### config.mk
export PLATFORM = sky130hd
export DESIGN_NAME = score_keeper
export DESIGN_NICKNAME = d
export VERILOG_FILES = /design/src/rtl/ddr_definitions.sv /design/src/rtl/bcd_add_sat.sv /design/src/rtl/score_keeper.sv
export SDC_FILE = /design/constraint.sdc
export NUM_CORES = 1
export LEC_CHECK = 0
export BUFFER_PORTS_ARGS = -buffer_cell sky130_fd_sc_hd__buf_2
export CAP_MARGIN = 30
export CORE_UTILIZATION = 61
export DETAILED_ROUTE_END_ITERATION = 16
export PLACE_DENSITY_LB_ADDON = 0.08
export SETUP_SLACK_MARGIN = 0.15
export SLEW_MARGIN = 20
export SYNTH_ARGS = -nofsm -noshare
export SYNTH_HDL_FRONTEND = slang
export SYNTH_SLANG_ARGS = --single-unit
### constraint.sdc
create_clock -name clk -period 11.1 [get_ports clk]
set_input_delay 1.11 -clock clk [delete_from_list [all_inputs] [get_ports clk]]
set_output_delay 1.11 -clock clk [all_outputs]
set_load 0.03 [all_outputs]
### src/rtl/ddr_definitions.sv
// Shared encodings and constants for the score keeper.
// The multiplier tiers take effect when SCORE_COMBO_MULTIPLIER_EN is defined.
package ddr_definitions;

    typedef enum logic [1:0] {
        SK_IDLE = 2'd0,
        SK_PLAY = 2'd1,
        SK_OVER = 2'd2
    } sk_state_e;

    localparam logic [15:0] SCORE_MAX_BCD = 16'h9999;
    localparam int unsigned MAX_MULT      = 4;
    localparam logic [7:0]  COMBO_MAX     = 8'd255;

endpackage

### src/rtl/bcd_add_sat.sv
// Combinational four-digit packed-BCD adder for a small binary addend.
// A carry out of the thousands digit clamps the result to 9999.
module bcd_add_sat
    import ddr_definitions::*;
(
    input  logic [15:0] val_i,
    input  logic [2:0]  addend_i,
    output logic [15:0] sum_o
);

    logic [15:0] raw;
    logic [4:0]  carry;
    logic [4:0]  dsum;
    logic [4:0]  dadj;

    always_comb begin
        raw   = '0;
        carry = {2'b00, addend_i};
        dsum  = '0;
        dadj  = '0;
        for (int i = 0; i < 4; i++) begin
            dsum = {1'b0, val_i[4*i +: 4]} + carry;
            dadj = dsum - 5'd10;
            if (dsum > 5'd9) begin
                raw[4*i +: 4] = dadj[3:0];
                carry         = 5'd1;
            end else begin
                raw[4*i +: 4] = dsum[3:0];
                carry         = 5'd0;
            end
        end
        sum_o = (carry != 5'd0) ? SCORE_MAX_BCD : raw;
    end

endmodule

### src/rtl/score_keeper.sv
// Rhythm-game score keeper: edge-detects hit levels, tracks BCD score, combo and health.
// Optional combo multiplier is enabled by defining SCORE_COMBO_MULTIPLIER_EN.
module score_keeper
    import ddr_definitions::*;
#(
    parameter int MAX_HEALTH = 8,
    parameter int COMBO_STEP = 10
)(
    input  logic        clk,
    input  logic        rst,
    input  logic        start,
    input  logic        correctHit,
    input  logic        incorrectHit,
    output logic [15:0] score_bcd,
    output logic [7:0]  combo,
    output logic [7:0]  max_combo,
    output logic [3:0]  health,
    output logic        game_over,
    output logic        playing
);

`ifdef SCORE_COMBO_MULTIPLIER_EN
    localparam bit MULT_EN = 1'b1;
`else
    localparam bit MULT_EN = 1'b0;
`endif

    localparam logic [3:0] HEALTH_INIT = 4'(MAX_HEALTH);
    localparam logic [7:0] STEP        = 8'(COMBO_STEP);

    sk_state_e   state_q;
    logic [15:0] score_q;
    logic [7:0]  combo_q;
    logic [7:0]  max_q;
    logic [3:0]  health_q;
    logic        over_q;
    logic        play_q;
    logic        corr_q;
    logic        inc_q;

    logic        corr_rise;
    logic        inc_rise;
    logic [7:0]  tier;
    logic [2:0]  points;
    logic [15:0] score_d;
    logic [7:0]  combo_d;

    assign corr_rise = correctHit & ~corr_q;
    assign inc_rise  = incorrectHit & ~inc_q;

    // Tier uses the combo before this hit is counted.
    assign tier   = combo_q / STEP;
    assign points = !MULT_EN            ? 3'd1 :
                    (tier >= 8'd3)      ? 3'(MAX_MULT) :
                                          3'(tier + 8'd1);

    assign combo_d = (combo_q == COMBO_MAX) ? combo_q : combo_q + 8'd1;

    bcd_add_sat u_bcd_add_sat (
        .val_i    (score_q),
        .addend_i (points),
        .sum_o    (score_d)
    );

    always_ff @(posedge clk) begin
        if (rst) begin
            state_q  <= SK_IDLE;
            score_q  <= '0;
            combo_q  <= '0;
            max_q    <= '0;
            health_q <= HEALTH_INIT;
            over_q   <= 1'b0;
            play_q   <= 1'b0;
            corr_q   <= 1'b0;
            inc_q    <= 1'b0;
        end else begin
            corr_q <= correctHit;
            inc_q  <= incorrectHit;
            case (state_q)
                SK_IDLE, SK_OVER: begin
                    if (start) begin
                        state_q  <= SK_PLAY;
                        score_q  <= '0;
                        combo_q  <= '0;
                        max_q    <= '0;
                        health_q <= HEALTH_INIT;
                        over_q   <= 1'b0;
                        play_q   <= 1'b1;
                    end
                end
                SK_PLAY: begin
                    // A miss wins over a simultaneous correct hit.
                    if (inc_rise) begin
                        combo_q <= '0;
                        if (health_q <= 4'd1) begin
                            health_q <= '0;
                            state_q  <= SK_OVER;
                            over_q   <= 1'b1;
                            play_q   <= 1'b0;
                        end else begin
                            health_q <= health_q - 4'd1;
                        end
                    end else if (corr_rise) begin
                        score_q <= score_d;
                        combo_q <= combo_d;
                        if (combo_d > max_q) begin
                            max_q <= combo_d;
                        end
                    end
                end
                default: begin
                    state_q <= SK_IDLE;
                    play_q  <= 1'b0;
                    over_q  <= 1'b0;
                end
            endcase
        end
    end

    assign score_bcd = score_q;
    assign combo     = combo_q;
    assign max_combo = max_q;
    assign health    = health_q;
    assign game_over = over_q;
    assign playing   = play_q;

endmodule

==> results.md <==
* Worst Max-Slew Pin Slew at 0.590 ns
* CP max stage cell: or4_1
* Data arrival, critical path at 5.75 ns
* Syn Area/Cell at 8.01 sq um
* Worst endpoint required time at ~11 ns
* DR iter-0 viols at 157
* Placed cell area at roughly 2900 sq um
* Post-CTS Setup Inserts at 0
* Port bufs at 42
* Boundary pin count at 43
* Pin count of the biggest net entering global routing at 28
* Cts bufs inserted at 5
* Hold buffer count at cts at 0
* Final clock skew at 0.00967 ns
* # nets final at 391
* Die Span Y at 67.9 um
* Post-synth EDFFs at 0
* Core ar. at 4090 sq um
* Setup Crit Path Kind: reg2reg
* First-pass GRT wire length at 9580 um
* Synthesized instance count at 331
* P_int at 211 uW
* Antenna Nets Post-Route at 0
* Cts repair resizes at 0
* Warnings, synthesis at 0
* Power share of the clock group at 32.7%
* CP delay by family, top: adder cells
* DIE WIDTH at between 60 and 70 um
* Main synth FF type: dfxtp_1
* Most frequent CP cell: ha_1
* Final Cycle Share at between 40% and 50%
* Switch Pwr at 90.6 uW
* RSZ-0062 raised after global routing: no
* Startpoint Class: flip-flop
* Flop-to-flop setup slack at roughly 5.6 ns
* Post-DR wirelength/cell at roughly 14 um
* Starting Density at 64.9%
* Syn Std Cell Area at 2650 sq um
* Simple-gate share of the synthesized area at between 20% and 30%
* Grt total ovfl at 0
* Final instance area at between 2000 and 3000 sq um
* Reg area at 821 sq um
* Leading cell type in the layout, fill and taps excluded: buf_2
* H-tree levels at 2
* Status: finished clean
* CP max stage delay at 0.49 ns
* Switching Share at a little under a third
* Hold WC Path Type: reg2reg
* Fillers at roughly 370
* CTS tree: done
* Via/cell ratio at between 6 and 7
* Max-slew violations at 0
* Clock period minus worst slack at 5.52 ns
* Post-synth ARST share at 0%
* Row cnt at 23
* Syn Nets at about 360
* Multiplexer area fraction after synthesis at 2.08%
* Hold Crit Depth at 2
* Antenna diode instance count at 0
* Setup TNS Final at 0 ns
* Via count at roughly 2600
* Max Clock Freq at 0.181 GHz
* Synth cell types at 52
* CTS root buffer: clkbuf_8
* Vias in the first global route at 2150
* Flop pwr share at 52.0%
* Final HPWL DP at between 4000 and 5000 um
* Largest family of logic cells by synthesized area: compound AO/OA/AOI/OAI gates
* Max cap viols at 0
* Post-synthesis compound-gate area fraction at 25.4%
* Synthesis-to-layout area growth at 11.0%
* Flops & latches, synth at 41
* WP depth at 25
* Routed wire length at 5900 um
* Initial antenna violation count at 0
* Slew headroom at between 60% and 70%
* Fin. Hold Viols at 0
* First-pass detailed-route iteration total at 4
* Final setup fails at 0
* Post-synthesis adder-cell area fraction at 10.4%
* Max FO, Critical Path at 8
* Clk pin slew, worst setup/hold paths at 0.09 ns
* Reg2Reg Depth at 25
* # DRC at 0
* Clock Sink Count at 41
* Cell area power density at 102 nW/um^2
* Clock Tree Buf Depth at 2
* Peak supply drop at 0.0870 mV
* Area of the multi-input gates at between 1500 and 2000 sq um
* Share of post-route cells with drive strength above 1 at between 10% and 20%
* Final core utilization at 72.1%
* Post-synthesis xor/xnor area fraction at around 3.6%
* P_leak at 0.00120 uW
* Die area at 4620 sq um
* Crit. End Element: flip-flop
* WP buf/inv at 3
* Register area share after synthesis at 30.9%
* Global placement routability congestion at 0.864
* Clock Latency Late Sink at about 0.30 ns
* Gr usage total at 27.6%
* Commonest non-fill, non-tap cells in the layout: buf_2, dfxtp_1, a21oi_1, nor2_1, inv_1
* Combinational Power Share at 15.4%
-- layer usage --
metal  part of all wire (%)  track usage (%)  wire length, um  up-vias
li1                       -                -                -     1277
met1                     46             34.4             2710     1206
met2                     47             45.3             2790       66
met3                    4.6             5.83              271       14
met4                    2.2             12.2              129        0
met5                      0                0                0        -
-- tightest hold or removal path, stage by stage (launching register included) --
cell and delay (ns):
dfxtp_1 0.33, inv_1 0.05, o22ai_1 0.05
-- power groups by stage --
| stage | clock (uW) | sequential [uW] | combinational [uW] |
|---|---|---|---|
| after global placement | 0 | 160 | 45.6 |
| final | 98.5 | 157 | 46.4 |
| after global routing | 108 | 157 | 50.9 |
| after CTS | 102 | 157 | 46.6 |
| after floorplan | 0 | 167 | 28.4 |
| after detailed placement | 0 | 160 | 46.4 |
-- cell families after synthesis --
| logic type | count (synthesis) |
|---|---|
| compound gates | 102 |
| xor+xnor | 11 |
| buf+inv | 39 |
| fa+ha+maj | 22 |
| flops | 41 |
| simple gates | 111 |
| mux | 5 |
-- synthesized netlist by cell type (5+ instances only) --
cell	instances	area (sq um)
nor2_1	25	93.8
nand3_1	18	90.1
a21oi_1	28	140
o21a_1	5	37.5
a22o_1	7	61.3
nand4_1	9	56.3
clkbuf_1	10	37.5
ha_1	22	275
buf_2	5	25.0
a22oi_1	8	60.1
nand2b_1	8	50.1
nand2_1	20	75.1
o21ai_0	16	80.1
a31oi_1	5	31.3
dfxtp_1	41	821
inv_1	23	86.3
o2bb2ai_1	6	52.6
xnor2_1	8	70.1
nor2b_1	6	37.5
nor3_1	9	45.0
-- final cells by class --
cell class | count | share of cell area [%]
clock buffer | 5 | 2.34
clock inverter | 3 | 0.595
inverter | 23 | 2.93
multi-input combinational | 251 | 57.0
sequential | 41 | 27.9
tap | 50 | 2.12
timing repair buffer | 42 | 7.14
-- metrics by stage --
stage          setup WS [ns]  power (uW)  std cells  hold WS (ns)
3_5_place_dp            5.65         207        407         0.465
6_report                5.58         302        415         0.474
4_1_cts                 5.61         305        415         0.478
5_1_grt                 4.93         317        415         0.497
2_1_floorplan           5.81         195        331         0.571
3_3_place_gp            5.85         205        407         0.459
-- state kept, by name, summed over array words and instances (netlist names) --
| register | flops |
|---|---|
| combo | 8 |
| corr_q | 1 |
| health | 4 |
| inc_q | 1 |
| max_combo | 8 |
| playing | 1 |
| score_bcd | 16 |
| state_q | 2 |
-- final timing paths --
kind | startpoint | to
worst max-delay path | score_bcd[0] | score_bcd[1]
worst min-delay path | max_combo[0] | max_combo[0]
worst max register to register | score_bcd[0] | score_bcd[1]
worst min register to register | max_combo[0] | max_combo[0]
Power figures use the tool's default switching activity.
